## src/rtl/rf_writeback_unit_pkg.sv

```systemverilog
// Shared definitions for the register-file writeback stage.
//   DEFAULT_DATA_W : default datapath / register width
//   DEFAULT_REG_AW : default register address width (2**REG_AW registers)
//   res_sel_e      : result source select encoding
package rf_writeback_unit_pkg;

    localparam int unsigned DEFAULT_DATA_W = 16;
    localparam int unsigned DEFAULT_REG_AW = 3;

    typedef enum logic [1:0] {
        SEL_ALU  = 2'd0,
        SEL_MEM  = 2'd1,
        SEL_LINK = 2'd2,
        SEL_IMM  = 2'd3
    } res_sel_e;

endpackage

```

## src/rtl/rf_writeback_unit_if.sv

```systemverilog
// Result bus between the execute/memory stages and the writeback unit.
//   master : result producer (drives valid, destination, select and candidate data)
//   slave  : writeback unit (drives res_ready)
interface rf_writeback_unit_if
    import rf_writeback_unit_pkg::*;
#(
    parameter int unsigned DATA_W = DEFAULT_DATA_W,
    parameter int unsigned REG_AW = DEFAULT_REG_AW
) ();

    logic              res_valid;
    logic              res_ready;
    logic [REG_AW-1:0] res_rd;
    res_sel_e          res_sel;
    logic [DATA_W-1:0] alu_result;
    logic [DATA_W-1:0] mem_data;
    logic [DATA_W-1:0] link_pc;
    logic [DATA_W-1:0] imm;

    modport master (
        output res_valid, res_rd, res_sel, alu_result, mem_data, link_pc, imm,
        input  res_ready
    );

    modport slave (
        input  res_valid, res_rd, res_sel, alu_result, mem_data, link_pc, imm,
        output res_ready
    );

endinterface

```

## src/rtl/rf_writeback_unit_wb_fifo.sv

```systemverilog
// Synchronous FIFO buffering {rd, data} results ahead of the register-file write port.
//   clock, reset : clock, asynchronous active-low reset
//   push, wdata  : write request / data (ignored while full)
//   pop, rdata   : read request (ignored while empty) / head entry
//   full, empty  : registered-pointer status flags
module wb_fifo #(
    parameter int unsigned WIDTH = 19,
    parameter int unsigned DEPTH = 2
) (
    input  logic             clock,
    input  logic             reset,
    input  logic             push,
    input  logic [WIDTH-1:0] wdata,
    input  logic             pop,
    output logic [WIDTH-1:0] rdata,
    output logic             full,
    output logic             empty
);

    localparam int unsigned PtrW = $clog2(DEPTH);

    // One extra pointer bit distinguishes full from empty when the indices match.
    logic [PtrW:0]      wr_ptr_q, rd_ptr_q;
    logic [WIDTH-1:0]   mem_q [DEPTH];
    logic               push_en, pop_en;

    assign full    = (wr_ptr_q[PtrW] != rd_ptr_q[PtrW]) &&
                     (wr_ptr_q[PtrW-1:0] == rd_ptr_q[PtrW-1:0]);
    assign empty   = (wr_ptr_q == rd_ptr_q);
    assign push_en = push && !full;
    assign pop_en  = pop && !empty;
    assign rdata   = mem_q[rd_ptr_q[PtrW-1:0]];

    always_ff @(posedge clock or negedge reset) begin
        if (!reset) begin
            wr_ptr_q <= '0;
            rd_ptr_q <= '0;
        end else begin
            if (push_en) wr_ptr_q <= wr_ptr_q + (PtrW+1)'(1);
            if (pop_en)  rd_ptr_q <= rd_ptr_q + (PtrW+1)'(1);
        end
    end

    always_ff @(posedge clock) begin
        if (push_en) mem_q[wr_ptr_q[PtrW-1:0]] <= wdata;
    end

endmodule

```

## src/rtl/rf_writeback_unit.sv

```systemverilog
// Writeback stage feeding the register-file write port.
//   clock, reset          : clock, asynchronous active-low reset
//   issue_valid/rd/ready  : destination reservation from issue (WAW stall via issue_ready)
//   chk_rs1/rs2, hazard   : RAW check of the instruction under decode
//   res (slave)           : result bus; source selected by res_sel
//   rf_we/waddr/wdata     : registered register-file write port
//   pending_cnt           : number of busy registers
//   err_orphan            : sticky, a result arrived for a register that was not busy
module rf_writeback_unit
    import rf_writeback_unit_pkg::*;
#(
    parameter int unsigned DATA_W = DEFAULT_DATA_W,
    parameter int unsigned REG_AW = DEFAULT_REG_AW,
    parameter int unsigned DEPTH  = 2
) (
    input  logic              clock,
    input  logic              reset,
    input  logic              issue_valid,
    input  logic [REG_AW-1:0] issue_rd,
    output logic              issue_ready,
    input  logic [REG_AW-1:0] chk_rs1,
    input  logic [REG_AW-1:0] chk_rs2,
    output logic              hazard,
    rf_writeback_unit_if.slave res,
    output logic              rf_we,
    output logic [REG_AW-1:0] rf_waddr,
    output logic [DATA_W-1:0] rf_wdata,
    output logic [REG_AW:0]   pending_cnt,
    output logic              err_orphan
);

    localparam int unsigned NumRegs = 2 ** REG_AW;
    localparam int unsigned EntryW  = REG_AW + DATA_W;

    logic [NumRegs-1:0] busy_q, busy_d;
    logic [REG_AW:0]    pending_q, pending_d;
    logic               orphan_q, orphan_d;
    logic               rf_we_q;
    logic [REG_AW-1:0]  rf_waddr_q;
    logic [DATA_W-1:0]  rf_wdata_q;

    logic [DATA_W-1:0]  res_data;
    logic               fifo_full, fifo_empty, fifo_push, fifo_pop;
    logic [EntryW-1:0]  fifo_rdata;
    logic               issue_set, busy_clr;

    // busy_q[0] is held at zero, so r0 is always ready and never a hazard.
    assign issue_ready = !busy_q[issue_rd];
    assign hazard      = busy_q[chk_rs1] || busy_q[chk_rs2];
    assign issue_set   = issue_valid && issue_ready && (issue_rd != '0);

    always_comb begin
        res_data = res.alu_result;
        unique case (res.res_sel)
            SEL_ALU:  res_data = res.alu_result;
            SEL_MEM:  res_data = res.mem_data;
            SEL_LINK: res_data = res.link_pc;
            SEL_IMM:  res_data = res.imm;
        endcase
    end

    assign res.res_ready = !fifo_full;
    // r0 results complete the handshake but are dropped here.
    assign fifo_push     = res.res_valid && !fifo_full && (res.res_rd != '0);
    assign fifo_pop      = !fifo_empty;

    wb_fifo #(
        .WIDTH (EntryW),
        .DEPTH (DEPTH)
    ) u_wb_fifo (
        .clock (clock),
        .reset (reset),
        .push  (fifo_push),
        .wdata ({res.res_rd, res_data}),
        .pop   (fifo_pop),
        .rdata (fifo_rdata),
        .full  (fifo_full),
        .empty (fifo_empty)
    );

    // The write presented this cycle lands in the register file at the next edge,
    // which is when its busy bit is released. Orphan writes have nothing to release.
    assign busy_clr = rf_we_q && busy_q[rf_waddr_q];

    always_comb begin
        busy_d = busy_q;
        if (busy_clr)  busy_d[rf_waddr_q] = 1'b0;
        if (issue_set) busy_d[issue_rd]   = 1'b1;
        busy_d[0] = 1'b0;

        pending_d = pending_q;
        if (issue_set && !busy_clr)      pending_d = pending_q + (REG_AW+1)'(1);
        else if (!issue_set && busy_clr) pending_d = pending_q - (REG_AW+1)'(1);

        orphan_d = orphan_q || (fifo_push && !busy_q[res.res_rd]);
    end

    always_ff @(posedge clock or negedge reset) begin
        if (!reset) begin
            busy_q     <= '0;
            pending_q  <= '0;
            orphan_q   <= 1'b0;
            rf_we_q    <= 1'b0;
            rf_waddr_q <= '0;
            rf_wdata_q <= '0;
        end else begin
            busy_q    <= busy_d;
            pending_q <= pending_d;
            orphan_q  <= orphan_d;
            rf_we_q   <= fifo_pop;
            if (fifo_pop) {rf_waddr_q, rf_wdata_q} <= fifo_rdata;
        end
    end

    assign rf_we       = rf_we_q;
    assign rf_waddr    = rf_waddr_q;
    assign rf_wdata    = rf_wdata_q;
    assign pending_cnt = pending_q;
    assign err_orphan  = orphan_q;

endmodule
```

## src/flat_wrapper.sv

```systemverilog
// flat-port wrapper written by rule: the top's interface ports become plain ports
module rf_writeback_unit_flat import rf_writeback_unit_pkg::*;
#(
    parameter int unsigned DATA_W = DEFAULT_DATA_W,
    parameter int unsigned REG_AW = DEFAULT_REG_AW,
    parameter int unsigned DEPTH  = 2
)
  (clock, reset, issue_valid, issue_rd, issue_ready, chk_rs1, chk_rs2, hazard, rf_we, rf_waddr, rf_wdata, pending_cnt, err_orphan, res_res_valid, res_res_rd, res_res_sel, res_alu_result, res_mem_data, res_link_pc, res_imm, res_res_ready);
  rf_writeback_unit_if #(.DATA_W(DATA_W), .REG_AW(REG_AW)) res_i ();
  input  logic clock;
  input  logic reset;
  input  logic issue_valid;
  input  logic [REG_AW-1:0] issue_rd;
  output logic issue_ready;
  input  logic [REG_AW-1:0] chk_rs1;
  input  logic [REG_AW-1:0] chk_rs2;
  output logic hazard;
  output logic rf_we;
  output logic [REG_AW-1:0] rf_waddr;
  output logic [DATA_W-1:0] rf_wdata;
  output logic [REG_AW:0] pending_cnt;
  output logic err_orphan;
  input wire logic [$bits(res_i.res_valid)-1:0] res_res_valid;
  input wire logic [$bits(res_i.res_rd)-1:0] res_res_rd;
  input wire logic [$bits(res_i.res_sel)-1:0] res_res_sel;
  input wire logic [$bits(res_i.alu_result)-1:0] res_alu_result;
  input wire logic [$bits(res_i.mem_data)-1:0] res_mem_data;
  input wire logic [$bits(res_i.link_pc)-1:0] res_link_pc;
  input wire logic [$bits(res_i.imm)-1:0] res_imm;
  output wire logic [$bits(res_i.res_ready)-1:0] res_res_ready;
  assign res_i.res_valid = res_res_valid;
  assign res_i.res_rd = res_res_rd;
  assign res_i.res_sel = res_res_sel;
  assign res_i.alu_result = res_alu_result;
  assign res_i.mem_data = res_mem_data;
  assign res_i.link_pc = res_link_pc;
  assign res_i.imm = res_imm;
  assign res_res_ready = res_i.res_ready;
  rf_writeback_unit #(.DATA_W(DATA_W), .REG_AW(REG_AW), .DEPTH(DEPTH)) u_core (.clock(clock), .reset(reset), .issue_valid(issue_valid), .issue_rd(issue_rd), .issue_ready(issue_ready), .chk_rs1(chk_rs1), .chk_rs2(chk_rs2), .hazard(hazard), .res(res_i), .rf_we(rf_we), .rf_waddr(rf_waddr), .rf_wdata(rf_wdata), .pending_cnt(pending_cnt), .err_orphan(err_orphan));
endmodule
```

## config.mk

```make
export PLATFORM = sky130hd
export DESIGN_NAME = rf_writeback_unit_flat
export DESIGN_NICKNAME = d
export VERILOG_FILES = /design/src/rtl/rf_writeback_unit_pkg.sv /design/src/rtl/rf_writeback_unit_if.sv /design/src/rtl/rf_writeback_unit_wb_fifo.sv /design/src/rtl/rf_writeback_unit.sv /design/src/flat_wrapper.sv
export SDC_FILE = /design/constraint.sdc
export NUM_CORES = 1
export LEC_CHECK = 0
export ABC_CLOCK_PERIOD_IN_PS = 6100
export CAP_MARGIN = 20
export CORE_MARGIN = 2
export CORE_UTILIZATION = 30
export CTS_BUF_LIST = sky130_fd_sc_hd__clkbuf_2 sky130_fd_sc_hd__clkbuf_4 sky130_fd_sc_hd__clkbuf_8
export DETAILED_ROUTE_END_ITERATION = 8
export PLACE_DENSITY_LB_ADDON = 0.05
export REMOVE_ABC_BUFFERS = 1
export SLEW_MARGIN = 10
export SYNTH_ARGS = -nofsm -noshare
export SYNTH_HDL_FRONTEND = slang
export SYNTH_SLANG_ARGS = --single-unit
```

## constraint.sdc

```tcl
create_clock -name clock -period 6.1 [get_ports clock]
set_input_delay 0.915 -clock clock [delete_from_list [all_inputs] [get_ports clock]]
set_output_delay 0.915 -clock clock [all_outputs]
set_load 0.05 [all_outputs]
```

=== Yosys cells after proc, flatten, opt, wreduce, memory -nomap -nowiden ===
Memory sizes are Yosys's and may differ from the RTL's. A register that Yosys moved wholly into a read port is not among the register bits.
Cells that the tools add are included.

* Add/subtract/negate cells: 4
* Reductions and logical operators: 26
* Multiplexer cells: 21
* Equal/unequal tests: 6
* Bitwise operators: 3
* $lt $le $gt $ge: 7

{| class="wikitable"
|+ Operator list
! kind !! number
|-
| 16-bit case mux with 4 select lines || 1
|-
| 3-bit by 4-bit less-than comparator with 1-bit output, second input constant || 5
|-
| 8-bit two-way mux || 2
|-
| 1-bit binary-select mux with 3-bit select || 5
|-
| 1-bit logical AND || 12
|-
| 1-bit two-way mux || 9
|-
| 8-bit bitwise AND || 1
|-
| 1-bit zero test || 8
|-
| 4-bit two-way mux || 2
|-
| 8-bit inverter || 1
|-
| 8-bit OR || 1
|-
| 1-bit demux with 3-bit select || 2
|-
| 3-bit by 1-bit greater-or-equal comparator with 1-bit output, second input constant || 2
|-
| 3-bit nonzero test || 2
|-
| 2-bit by 1-bit adder with 2-bit output, second input constant || 2
|-
| 4-bit by 1-bit adder with 4-bit output, second input constant || 1
|-
| 2-bit equality test, second input constant || 2
|-
| 4-bit by 1-bit subtractor with 4-bit output, second input constant || 1
|-
| 2-bit by 1-bit equality test with 1-bit output, second input constant || 1
|-
| 2-bit equality test || 1
|-
| 2-bit zero test || 1
|-
| 1-bit logical OR || 2
|-
| 2-bit nonzero test || 1
|-
| 1-bit equality test || 1
|-
| 1-bit inequality test || 1
|}

* Memory bits (writable): 38
* Flip-flop bits (word level): 17
* Output and inout bits: 28
* Memories kept: 1
* Word-level logic and storage cells: 74

{| class="wikitable"
|+ Memories
! memory !! words !! bits a word !! rd ports !! clocked after Yosys merged registers in !! write ports !! line !! text
|-
| u_core.u_wb_fifo.mem_q || 2 || 19 || 1 || 1 || 1 || rf_writeback_unit_wb_fifo.sv:24 || <nowiki>logic [WIDTH-1:0] mem_q [DEPTH];</nowiki>
|}

=== Depth between registers and ports, before layout ===
Gate-level depths: netlist of run 1.

* Word-level depth: 9
* Gate-level depth with buffers: 12
* Depth with buffers taken out: 11

=== Cells and area by module ===
A second synthesis of run 1 with hierarchy kept.

* Cells, all modules: 252
* Area, all modules: 3,747.3 µm²

{| class="wikitable"
|+ By module, submodules not included
! module !! area each (µm²) !! cells an instance !! times used
|-
| rf_writeback_unit || 2,099.5 || 165 || 1
|-
| wb_fifo || 1,647.8 || 87 || 1
|}

=== Least setup slack after synthesis of run 1 ===
OpenSTA, ideal clock, no wires.

* Path type: input to output
* Start point: in issue_rd[1]
* End point: out issue_ready
* Stages on the path: 5
* Arrival: 2,416 ps
* Data required time: 5,185 ps
* Slack: 2,769 ps
* Buffers on the path: 1
* Path through: buf_6 > mux2i_1 > o21ai_1 > a221o_1 > a31oi_1

* Longest elaborated chain between the ends: 3

{| class="wikitable"
|+ Ends and longest elaborated chain
! item !! line !! text
|-
| start, declared || flat_wrapper.sv:13 || <nowiki>input logic [REG_AW-1:0] issue_rd;</nowiki>
|-
| 1-bit binary-select mux with 3-bit select || rf_writeback_unit.sv:48 || <nowiki>assign issue_ready = !busy_q[issue_rd];</nowiki>
|-
| 1-bit two-way mux (implied by the code) || rf_writeback_unit.sv:48 ||
|-
| 1-bit zero test || rf_writeback_unit.sv:48 ||
|-
| end, declared || flat_wrapper.sv:14 || <nowiki>output logic issue_ready;</nowiki>
|}

No other way between the ends. The select of a mux whose other input is x is not followed.

=== Final worst setup path of run 1 ===
Ends and elaborated chain as after synthesis.

==> results of run 1 <==
## kinds of logic after synthesis
group | Yosys count
flip-flops | 74
AND/OR/NAND/NOR | 61
AO/OA/AOI/OAI | 50
multiplexers | 50
buffers and inverters | 19
XOR/XNOR | 7
adder cells (fa/ha/maj) | 4
## Yosys cell counts, types with 4 or more instances
master / number
edfxtp_1: 38
dfrtp_1: 36
nor2_1: 27
mux2i_1: 26
a21oi_1: 24
mux4_2: 19
nand2_1: 15
buf_2: 8
o21ai_0: 6
mux2_2: 5
xnor2_1: 5
nor3_1: 4
nor3b_1: 4
o31ai_1: 4
## cells in the final DEF (no fill, tap or decap), types with 4 or more instances in the layout
| master | instances |
|---|---|
| clkbuf_8 | 9 |
| mux2i_1 | 26 |
| mux2_2 | 5 |
| a21oi_1 | 24 |
| mux4_2 | 19 |
| nor2_1 | 26 |
| o31ai_1 | 4 |
| nor3b_1 | 4 |
| nor3_1 | 4 |
| nand2_1 | 15 |
| edfxtp_1 | 38 |
| dfrtp_1 | 36 |
| clkdlybuf4s50_1 | 108 |
| o21ai_0 | 6 |
| xnor2_1 | 5 |
## final cells by class
cell class / instances / area [um2] / area share
clock buffer: 10 / 131 / 0.0262
clock inverter: 6 / 66.3 / 0.0132
sequential: 74 / 2040 / 0.407
inverter: 2 / 7.51 / 0.00150
multi-input combinational: 172 / 1450 / 0.289
tap: 147 / 184 / 0.0366
timing repair buffer: 113 / 1140 / 0.226
## where the power goes
| part | internal, mW | switching (mW) |
|---|---|---|
| Clock | 0.194 | 0.191 |
| Sequential | 0.744 | 0.157 |
| Combinational | 0.514 | 0.791 |
| Total | 1.45 | 1.14 |
## metal layers
metal  track usage  up-vias
li1              -     1223
met4        0.0325        0
met2         0.223       79
met3        0.0494        7
met5             0        -
met1         0.160     1210
## worst max-delay path by stage
stage / from / end / depth (start not counted)
global placement: issue_rd[1] / issue_ready / 6
CTS: issue_rd[1] / issue_ready / 6
finish: issue_rd[1] / issue_ready / 6
global route: issue_rd[1] / issue_ready / 6
floorplan: issue_rd[1] / issue_ready / 4
detailed placement: issue_rd[1] / issue_ready / 6
## flip-flops by register name, indices dropped and copies added, names as in the netlist
register                   flops
u_core.rf_wdata               16
u_core.rf_we                   1
u_core.u_wb_fifo.wr_ptr_q      2
u_core.u_wb_fifo.rd_ptr_q      2
u_core.busy_q                  7
u_core.err_orphan              1
u_core.u_wb_fifo.mem_q        38
u_core.rf_waddr                3
u_core.pending_cnt             4
## critical path: cells and delay by family
| family | cells | cell delay, ns |
|---|---|---|
| AO/OA/AOI/OAI | 3 | 0.58 |
| buffers and inverters | 2 | 1.46 |
| multiplexers | 1 | 0.22 |
## stage by stage
stage / hold slack (ns) / instance area [um2]
3_5_place_dp: 0.482 / 4820
3_3_place_gp: 0.463 / 4790
4_1_cts: 0.498 / 5020
2_1_floorplan: 0.460 / 3500
6_report: 0.496 / 5020
5_1_grt: 0.522 / 5020
==> impl_metrics.toml, run 1 <==
[place]
place_ws_ns = 2.02
placed_cells = 508
port_buffers = 109
post-dp-hpwl_mm = 5.67
gp_congestion = 0.780

[clock_tree]
cts_buffers = 9
cts_setup_buffers = 0
clock_latency_ns = 0.34
cts-root-buf = "clkbuf_8"
cts_tree = "built"
ctsResizeCount = 0
htreeDepth = 3
cts_buffer_depth = 2
cts.sink_count = 74
path_clk_slew_ns = 0.08
postCtsHoldBufs = 0

[drt]
met1Wirelength_mm = 3.51
wl_mm = 8.14
drc = 0
routedWlPerCell_um = 15.5
ant_nets = 0
met3_length_um = 541
highest_layer = "met4"
vias_per_cell = 4.81
drt_iter0_markers = 154
drt_first_pass_iters = 4
vias = 2519
routed-wl-met2_mm = 4.02

[critical_path]
reg2reg_depth = 9
cp_data_required_time_ns = 5.18
crit_slowest_cell = "clkdlybuf4s50_1"
slowest_delay_ns = 0.82
reg2reg_slack_ns = 3.25
crit_chain = "clkdlybuf4s50_1 -> mux2i_1 -> o21ai_1 -> a221o_1 -> a31oi_1 -> clkdlybuf4s50_1"
path_common_cell = "clkdlybuf4s50_1"
cp_max_fo = 9
worstReg2RegEnd = "u_core.pending_cnt[3]"
critical_path.startpoint_type = "primary input"
worstPathArrival_ns = 3.18
endpoint_kind = "primary output"
worstSetupPathType = "primary input to primary output"
timing.rr.start = "u_core.rf_waddr[0]"

[timing]
finalHoldViolCount = 0
slew_headroom = 0.410
finalClockSkew_ns = 0.00916
setup_viol = 0
fin_tns_setup_ns = 0
drv_slew = 0
finalCriticalPeriod_ns = 4.10
fin_crit_sh = 0.671
fin_ws_ns = 2.00
rsz0062_at_grt = "false"
tightest_slew_ns = 0.885
fmax_mhz = 244

[yosys]
synthSimpleGateAreaFrac = 0.0777
synth.top_cell.area_share = 0.316
synth_top_family_by_area = "multiplexers"
synth-edff-count = 38
yosys_register_bits = 74
synth-adder-area-share = 0.0160
yosys_warnings = 0
synth_top_cell_by_area = "edfxtp_1"
synth-compound-area-share = 0.0850
synthMuxAreaShare = 0.206
seq_area_frac_synth = 0.566
synthArstFlopShare = 0.486
syn_area_per_cell_um2 = 13.6
yosys_most_used_dff = "edfxtp_1"
synth_xor_area_frac = 0.0170
synth.distinct_cells = 42
synth_area_um2 = 3610
synthCells = 265
synth_area_leaders = "edfxtp_1 32%, dfrtp_1 25%, mux4_2 12%, mux2i_1 7.2%, a21oi_1 3.3%"

[floorplan]
start_util = 0.304
num_io_pins = 110
fp.dieW_um = 114
die_area_um2 = 12900
coreArea_um2 = 11900
rows = 40
die_height_um = 114

[outcome]
outcome = "completed"

[hold_path]
worstHoldStart = "u_core.u_wb_fifo.rd_ptr_q[1]"
min_path_cells = 1
worstHoldEndpoint = "u_core.u_wb_fifo.rd_ptr_q[1]"
hold_class = "flip-flop to flip-flop"

[power]
ir_drop_v = 0.000163
power.density_nw_per_um2 = 516
power_mw = 2.59
p_leak_nw = 1.88

[global_routing]
first_global_vias = 2543
antenna_found_initial = 0
grt_max_degree = 41
gr-total-overflow = 0
grt.total_usage = 0.132
grt_pass1_wl_mm = 13.1

[final_layout]
stdcell_count = 524
nets = 458
n_fill_cell = 1103
synthToLayoutAreaGrowth_pct = 39.2
final_core_util = 0.423
diodes = 0
drive_gt1_frac = 0.125

[flow_run]
max_cap_violations = 0
(Power assumes the default switching activity.)
==> run 2, diff against run 1 <==
--- a/config.mk
+++ b/config.mk
@@ -5,7 +5,7 @@
 export SDC_FILE = /design/constraint.sdc
 export NUM_CORES = 1
 export LEC_CHECK = 0
-export ABC_CLOCK_PERIOD_IN_PS = 6100
+export ABC_CLOCK_PERIOD_IN_PS = 4130
 export CAP_MARGIN = 20
 export CORE_MARGIN = 2
 export CORE_UTILIZATION = 30
==> constraint.sdc (replaced) <==
create_clock -name clock -period 4.13 [get_ports clock]
set_input_delay 0.6195 -clock clock [delete_from_list [all_inputs] [get_ports clock]]
set_output_delay 0.6195 -clock clock [all_outputs]
set_load 0.05 [all_outputs]
==> run 2 against run 1 <==
Effect of this change: via count is 0.48% higher; design area rose by 0.45%; die area did not move; clock power is 67% higher; critical path depth unchanged; non-clock buffer count increased by 1; cell count increased by 0.19%; highest routed layer unchanged; total power increased by 50%; worst hold slack worse by 0.10 ns; sequential power up 48%.
==> impl_metrics.toml, run 2 (same netlist as run 1, synthesis figures left out) <==
[clock_tree]
cts_buffers = 9
cts_tree = "built"
path_clk_slew_ns = 0.08
ctsResizeCount = 0
cts_buffer_depth = 2
cts-root-buf = "clkbuf_8"
postCtsHoldBufs = 0
cts.sink_count = 74
htreeDepth = 3
clock_latency_ns = 0.35
cts_setup_buffers = 0

[critical_path]
crit_slowest_cell = "clkdlybuf4s50_1"
critical_path.startpoint_type = "primary input"
critPathTopFamily = "buffers and inverters"
worstPathArrival_ns = 2.87
endpoint_kind = "primary output"
crit_chain = "clkdlybuf4s50_1 -> mux2i_1 -> o21ai_1 -> a221o_1 -> a31oi_1 -> clkdlybuf4s50_1"
slowest_delay_ns = 0.82
cp_data_required_time_ns = 3.51
cp_num_buf_inv = 2
worstSetupPathType = "primary input to primary output"
path_common_cell = "clkdlybuf4s50_1"
cp_max_fo = 9

[timing]
fmax_mhz = 286
slew_headroom = 0.401
finalClockSkew_ns = 0.00827
finalCriticalPeriod_ns = 3.49
fin_tns_setup_ns = 0
tightest_slew_ns = 0.899
holdWs_ns = 0.394
rsz0062_at_grt = "false"
drv_slew = 0
fin_ws_ns = 0.637
setup_viol = 0
finalHoldViolCount = 0
fin_crit_sh = 0.846

[final_layout]
register_area_um2 = 2040
final_cell_mix = "108 x clkdlybuf4s50_1, 38 x edfxtp_1, 36 x dfrtp_1"
nets = 459
final_core_util = 0.425
stdcell_count = 525
synthToLayoutAreaGrowth_pct = 39.8
layout.cells.most_common = "clkdlybuf4s50_1"
diodes = 0
n_fill_cell = 1102
final_area_um2 = 5040
drive_gt1_frac = 0.130
largest_reg_flops = 38
multiInputGateArea_um2 = 1450

[flow_run]
max_cap_violations = 0

[place]
place_area_um2 = 4810
place_ws_ns = 0.511
port_buffers = 109
placed_cells = 509
post-dp-hpwl_mm = 5.70
gp_congestion = 0.769

[floorplan]
die_area_um2 = 12900
num_io_pins = 110
die_height_um = 114
fp.dieW_um = 114
start_util = 0.304
rows = 40
coreArea_um2 = 11900

[global_routing]
antenna_found_initial = 0
grt_pass1_wl_mm = 12.9
grt.total_usage = 0.131
gr-total-overflow = 0
grt_max_degree = 41
first_global_vias = 2534

[drt]
vias_per_cell = 4.82
drc = 0
ant_nets = 0
drt_first_pass_iters = 4
wl_mm = 8.08
drt_iter0_markers = 121
routedWlPerCell_um = 15.4
vias = 2531

[hold_path]
hold_class = "primary input to async pin"

[outcome]
outcome = "completed"

[power]
ir_drop_v = 0.000216
p_leak_nw = 1.90
power.density_nw_per_um2 = 772
power_mw = 3.89
## run 2: where the power goes
part | total (mW) | switching [mW] | internal, mW
Combinational | 1.92 | 1.16 | 0.757
Sequential | 1.33 | 0.232 | 1.10
Clock | 0.646 | 0.265 | 0.380
## run 2: routing by layer
metal  GRT usage  vias to the layer above  wire length, um
li1            -                     1220                -
met2       0.208                       84             3920
met4      0.0537                        0              121
met3      0.0452                       10              583
met1       0.165                     1217             3460
met5           0                        -                0
## run 2: final timing paths
kind | slack, ns | endpoint | depth (start not counted) | startpoint
worst max-delay path | 0.64 | issue_ready | 6 | issue_rd[1]
worst max register to register | 1.25 | u_core.pending_cnt[3] | 9 | u_core.rf_waddr[0]
min in group clock | 0.48 | u_core.err_orphan | 1 | u_core.err_orphan
worst min-delay path | 0.39 | u_core.pending_cnt[1] | 1 | reset
worst min register to register | 0.48 | u_core.err_orphan | 1 | u_core.err_orphan
max in group asynchronous | 3.17 | u_core.rf_wdata[13] | 1 | reset
## run 2: cell type report
class / instances / area share
timing repair buffer: 114 / 0.223
clock buffer: 12 / 0.0315
inverter: 2 / 0.00149
clock inverter: 4 / 0.0146
sequential: 74 / 0.405
multi-input combinational: 172 / 0.288
tap: 147 / 0.0365
==> variant 1: new RTL, config.mk and constraints of run 2 <==
Change the package constant `DEFAULT_DATA_W` from 16 to 24.
--- a/src/rtl/rf_writeback_unit_pkg.sv
+++ b/src/rtl/rf_writeback_unit_pkg.sv
@@ -4,7 +4,7 @@
 //   res_sel_e      : result source select encoding
 package rf_writeback_unit_pkg;
 
-    localparam int unsigned DEFAULT_DATA_W = 16;
+    localparam int unsigned DEFAULT_DATA_W = 24;
     localparam int unsigned DEFAULT_REG_AW = 3;
 
     typedef enum logic [1:0] {
Ports: changed (5 resized); port bits go from 110 to 150. No check against the original RTL was run, so the function may have changed too.
==> variant 1 against run 2 <==
Register-to-register slack got worse by 0.03 ns. Combinational power up 31%. Maximum frequency shrank 2.2%. Power grew 23%. Count of clock-buffer cells in the layout stayed put. Design area is 30% higher. Setup slack got worse by 0.079 ns. Non-clock buffer count grew 39. First-iteration DRC count down 22%. Wire length grew 36%. Sequential cell count is 24 higher. Area after synthesis up 31%. Largest power group unchanged.
==> variant 1: results (changes against run 2) <==
| Metric | Value |
|---|---|
| Synthesized-area fraction occupied by adder cells | `1.219% (-0.38 points)` |
| Vias in the first global route | `3414 (+35%)` |
| Placed inst area | `6365 um^2 (+32%)` |
| Largest net degree at the start of global routing | `32 (-22%)` |
| Synth Instances | `329 (+24%)` |
| # placed instances | `672 (+32%)` |
| Iteration-0 DRC Markers | `94 (-22%)` |
| Worst slew pin tran | `0.9189 ns (+0.02030 ns)` |
| Fmax | `280.0 MHz (-2.2%)` |
| R2r worst-path depth | `10 (+1)` |
| Peak supply drop | `0.3620 mV (+68%)` |
| Sequential-to-total area share from yosys stat | `57.64% (+1.0 points)` |
| Number of synthesized flops with an enable pin | `54 (+42%)` |
| Post-synth top cells | `54 x edfxtp_1, 44 x dfrtp_1, 36 x mux2i_1, 26 x mux4_2, 26 x nor2_1` |
| Seq/total area | `41.71% (+1.2 points)` |
| First-pass GRT wire length | `17500 um (+36%)` |
| Async S/R FF share, synth | `44.90% (-3.8 points)` |
| Yosys cell types | `43 (+2.4%)` |
| Layout cell share with drive strength beyond 1 | `16.14% (+3.2 points)` |
| HPWL Detailed | `7675 um (+35%)` |
| Synth area leaders | `edfxtp_1 34%, dfrtp_1 23%, mux4_2 12%` |
| Clock-cell share | `2.529% (-2.1 points)` |
| Leak | `2.397 nW (+26%)` |
| GR Layer Usage met3 | `4.996% (+0.48 points)` |
| Final WL | `10990 um (+36%)` |
| Critical Path AT | `2.95 ns (+0.08 ns)` |
| #MultiIn Comb | `208 (+21%)` |
| Post-synthesis xor/xnor area fraction | `1.298% (-0.40 points)` |
| Reg2reg setup slack | `1.22 ns (-0.03 ns)` |
| Die area | `16760 um^2 (+30%)` |
| Final hold slack | `0.2746 ns (-0.1195 ns)` |
| Gpl congestion | `0.7840 (+2.0%)` |
| Num Clock Sinks | `98 (+32%)` |
| Gr usage total | `13.82% (+0.71 points)` |
| Synth Area in Compound Gates | `8.556% (+0.058 points)` |
| Mux cell area share after synthesis | `20.98% (+0.34 points)` |
| Met1 usage | `15.68% (-0.78 points)` |
| Vias per cell | `4.719 (-2.1%)` |
| Reg-to-reg startpoint | `u_core.rf_waddr[2]$_DFFE_PN0P_` |
| IO buf count | `149 (+37%)` |
| Switching share of power | `44.92% (+2.4 points)` |
| Largest register FFs | `54 (+42%)` |
| Met2 usage | `23.84% (+3.0 points)` |
| Worst hold path class | `input port to async pin` |
| Clk_lat worst skew | `0.37 ns (+0.02 ns)` |
| Fillcell total | `1446 (+31%)` |
| Routed wl met3 | `798 um (+37%)` |
| Worst reg2reg path endpoint | `u_core.pending_cnt[3]$_DFFE_PN0P_` |
| Run status | `finished, final reports clean` |
| Place WS | `0.4387 ns (-0.07178 ns)` |
| NonClk Buf Share | `23.15% (+0.86 points)` |
| Worst-path maximum fanout | `11 (+2)` |
==> variant 1: cell types whose count changed in the layout (fill, tap and decap cells not counted), moves of 3 or more <==
cell,delta
clkdlybuf4s50_1,+39
edfxtp_1,+16
a21oi_2,+12
mux2i_1,+10
nor2_2,+9
dfrtp_1,+7
mux4_2,+7
a21oi_1,-4
o21ai_0,+4
nand3_1,+3
==> variant 1: power groups by stage <==
stage	logic, W	clock network, W	registers [W]
2_1_floorplan	0.00115	0	0.00229
3_3_place_gp	0.00253	0	0.00175
3_5_place_dp	0.00257	0	0.00176
4_1_cts	0.00257	0.000576	0.00174
5_1_grt	0.00274	0.000619	0.00179
6_report	0.00252	0.000550	0.00174
==> variant 1: cells by family after synthesis <==
family	count (synthesis)
simple gates	70
compound gates	61
flops	98
mux	66
fa+ha+maj	4
buf+inv	23
xor+xnor	7
==> variant 2: new RTL, config.mk and constraints of run 2 <==
Without the edit above. Reset style: synchronous (`reset`), changed in 2 clocked blocks. Comments in the files are not updated.
--- a/src/rtl/rf_writeback_unit_wb_fifo.sv
+++ b/src/rtl/rf_writeback_unit_wb_fifo.sv
@@ -31,7 +31,7 @@
     assign pop_en  = pop && !empty;
     assign rdata   = mem_q[rd_ptr_q[PtrW-1:0]];
 
-    always_ff @(posedge clock or negedge reset) begin
+    always_ff @(posedge clock) begin
         if (!reset) begin
             wr_ptr_q <= '0;
             rd_ptr_q <= '0;
--- a/src/rtl/rf_writeback_unit.sv
+++ b/src/rtl/rf_writeback_unit.sv
@@ -95,7 +95,7 @@
         orphan_d = orphan_q || (fifo_push && !busy_q[res.res_rd]);
     end
 
-    always_ff @(posedge clock or negedge reset) begin
+    always_ff @(posedge clock) begin
         if (!reset) begin
             busy_q     <= '0;
             pending_q  <= '0;
Behaviour: differs if reset is asserted again (counterexample within 4 cycles, from zero or initial values and one cycle with reset low); with reset held inactive, the same outputs for 10 cycles.
==> variant 2 against run 2 <==
Wire length rose by 3.4%. Power fell by 33%. Sequential share of layout area decreased by 3.3 points. Critical endpoint unchanged. Sequential cell count unchanged. Area after synthesis grew 0.14%. Design area fell by 0.67%. Cell count increased by 1.7%. Register-to-register slack worse by 0.06 ns. Setup slack worse by 0.056 ns.
==> variant 2: results (changes against run 2) <==
| Metric | Value |
|---|---|
| Place WS | `0.5243 ns (+0.01382 ns)` |
| Met2 usage | `22.20% (+1.4 points)` |
| Synthesized-area fraction occupied by adder cells | `1.593% (-0.0022 points)` |
| Largest net degree at the start of global routing | `39 (-4.9%)` |
| Async S/R FF share, synth | `0% (-49 points)` |
| Synth Instances | `278 (+4.9%)` |
| Worst-path maximum fanout | `10 (+1)` |
| 1st-pass router iterations | `6 (+2)` |
| Worst Setup SP | `issue_rd[2]` |
| Worst reg2reg path endpoint | `u_core.pending_cnt[3]$_SDFFE_PN0P_` |
| Post-synth top cells | `38 x edfxtp_1, 36 x dfxtp_1, 33 x nand2_1, 27 x mux2i_1, 20 x mux4_2` |
| # placed instances | `518 (+1.8%)` |
| WL met2 | `3977 um (+1.5%)` |
| Routed met1 length | `3656 um (+5.8%)` |
| Mux cell area share after synthesis | `20.68% (+0.041 points)` |
| Vias post-DR | `2655 (+4.9%)` |
| Fin nets | `468 (+2.0%)` |
| Run status | `finished, final reports clean` |
| Gr usage total | `13.74% (+0.63 points)` |
| Reg2reg setup slack | `1.19 ns (-0.06 ns)` |
| Syn Std Cell Area | `3612 um^2 (+0.14%)` |
| R2r worst-path depth | `10 (+1)` |
| Gpl congestion | `0.7304 (-5.0%)` |
| Synth area leaders | `edfxtp_1 32%, dfxtp_1 20%, mux4_2 12%` |
| Sw power | `0.0009947 W (-40%)` |
| Critical Path AT | `2.93 ns (+0.06 ns)` |
| Peak supply drop | `0.1273 mV (-41%)` |
| Vias per cell | `4.972 (+3.1%)` |
| Tcrit/Tclk final | `85.94% (+1.4 points)` |
| Final Skew | `0.009567 ns (+0.001298 ns)` |
[variant 2: cell count changes in the layout (fill, tap and decap cells not counted), sizes merged, moves of 4 or more]
cell          run 2  this run
o211a             0        19
and2              0         8
nand2            16        33
dfxtp             0        36
nor2             27         5
dfrtp            36         0
nand3             1         5
a21oi            24         7
[variant 2: layout make-up]
class,count,area [um^2]
Multi-Input combinational cell,180,1639
Clock inverter,5,28.78
Tap cell,147,183.9
Timing Repair Buffer,115,1136
Sequential cell,74,1862
Clock buffer,11,151.4
Inverter,2,7.507
Fill cell,1128,6853
[variant 2: power groups by stage]
stage                     Sequential (W)  Combinational (W)  Clock (W)
after floorplan                  0.00135           0.000348          0
after global placement           0.00105            0.00106          0
after detailed placement         0.00105            0.00107          0
after CTS                        0.00103            0.00107   0.000536
after global routing             0.00106            0.00113   0.000577
final                            0.00103            0.00105   0.000515
[variant 2: how the worst min path moves through the flow]
stage / startpoint / end / slack [ns]
2_1_floorplan: u_core.busy_q[5]$_SDFF_PN0_ / u_core.busy_q[5]$_SDFF_PN0_ / 0.49
3_3_place_gp: u_core.err_orphan$_SDFF_PN0_ / u_core.err_orphan$_SDFF_PN0_ / 0.48
3_5_place_dp: u_core.err_orphan$_SDFF_PN0_ / u_core.err_orphan$_SDFF_PN0_ / 0.48
4_1_cts: u_core.pending_cnt[3]$_SDFFE_PN0P_ / u_core.pending_cnt[3]$_SDFFE_PN0P_ / 0.50
5_1_grt: u_core.rf_wdata[9]$_SDFFE_PN0P_ / u_core.rf_wdata[9]$_SDFFE_PN0P_ / 0.52
6_report: u_core.pending_cnt[3]$_SDFFE_PN0P_ / u_core.pending_cnt[3]$_SDFFE_PN0P_ / 0.49
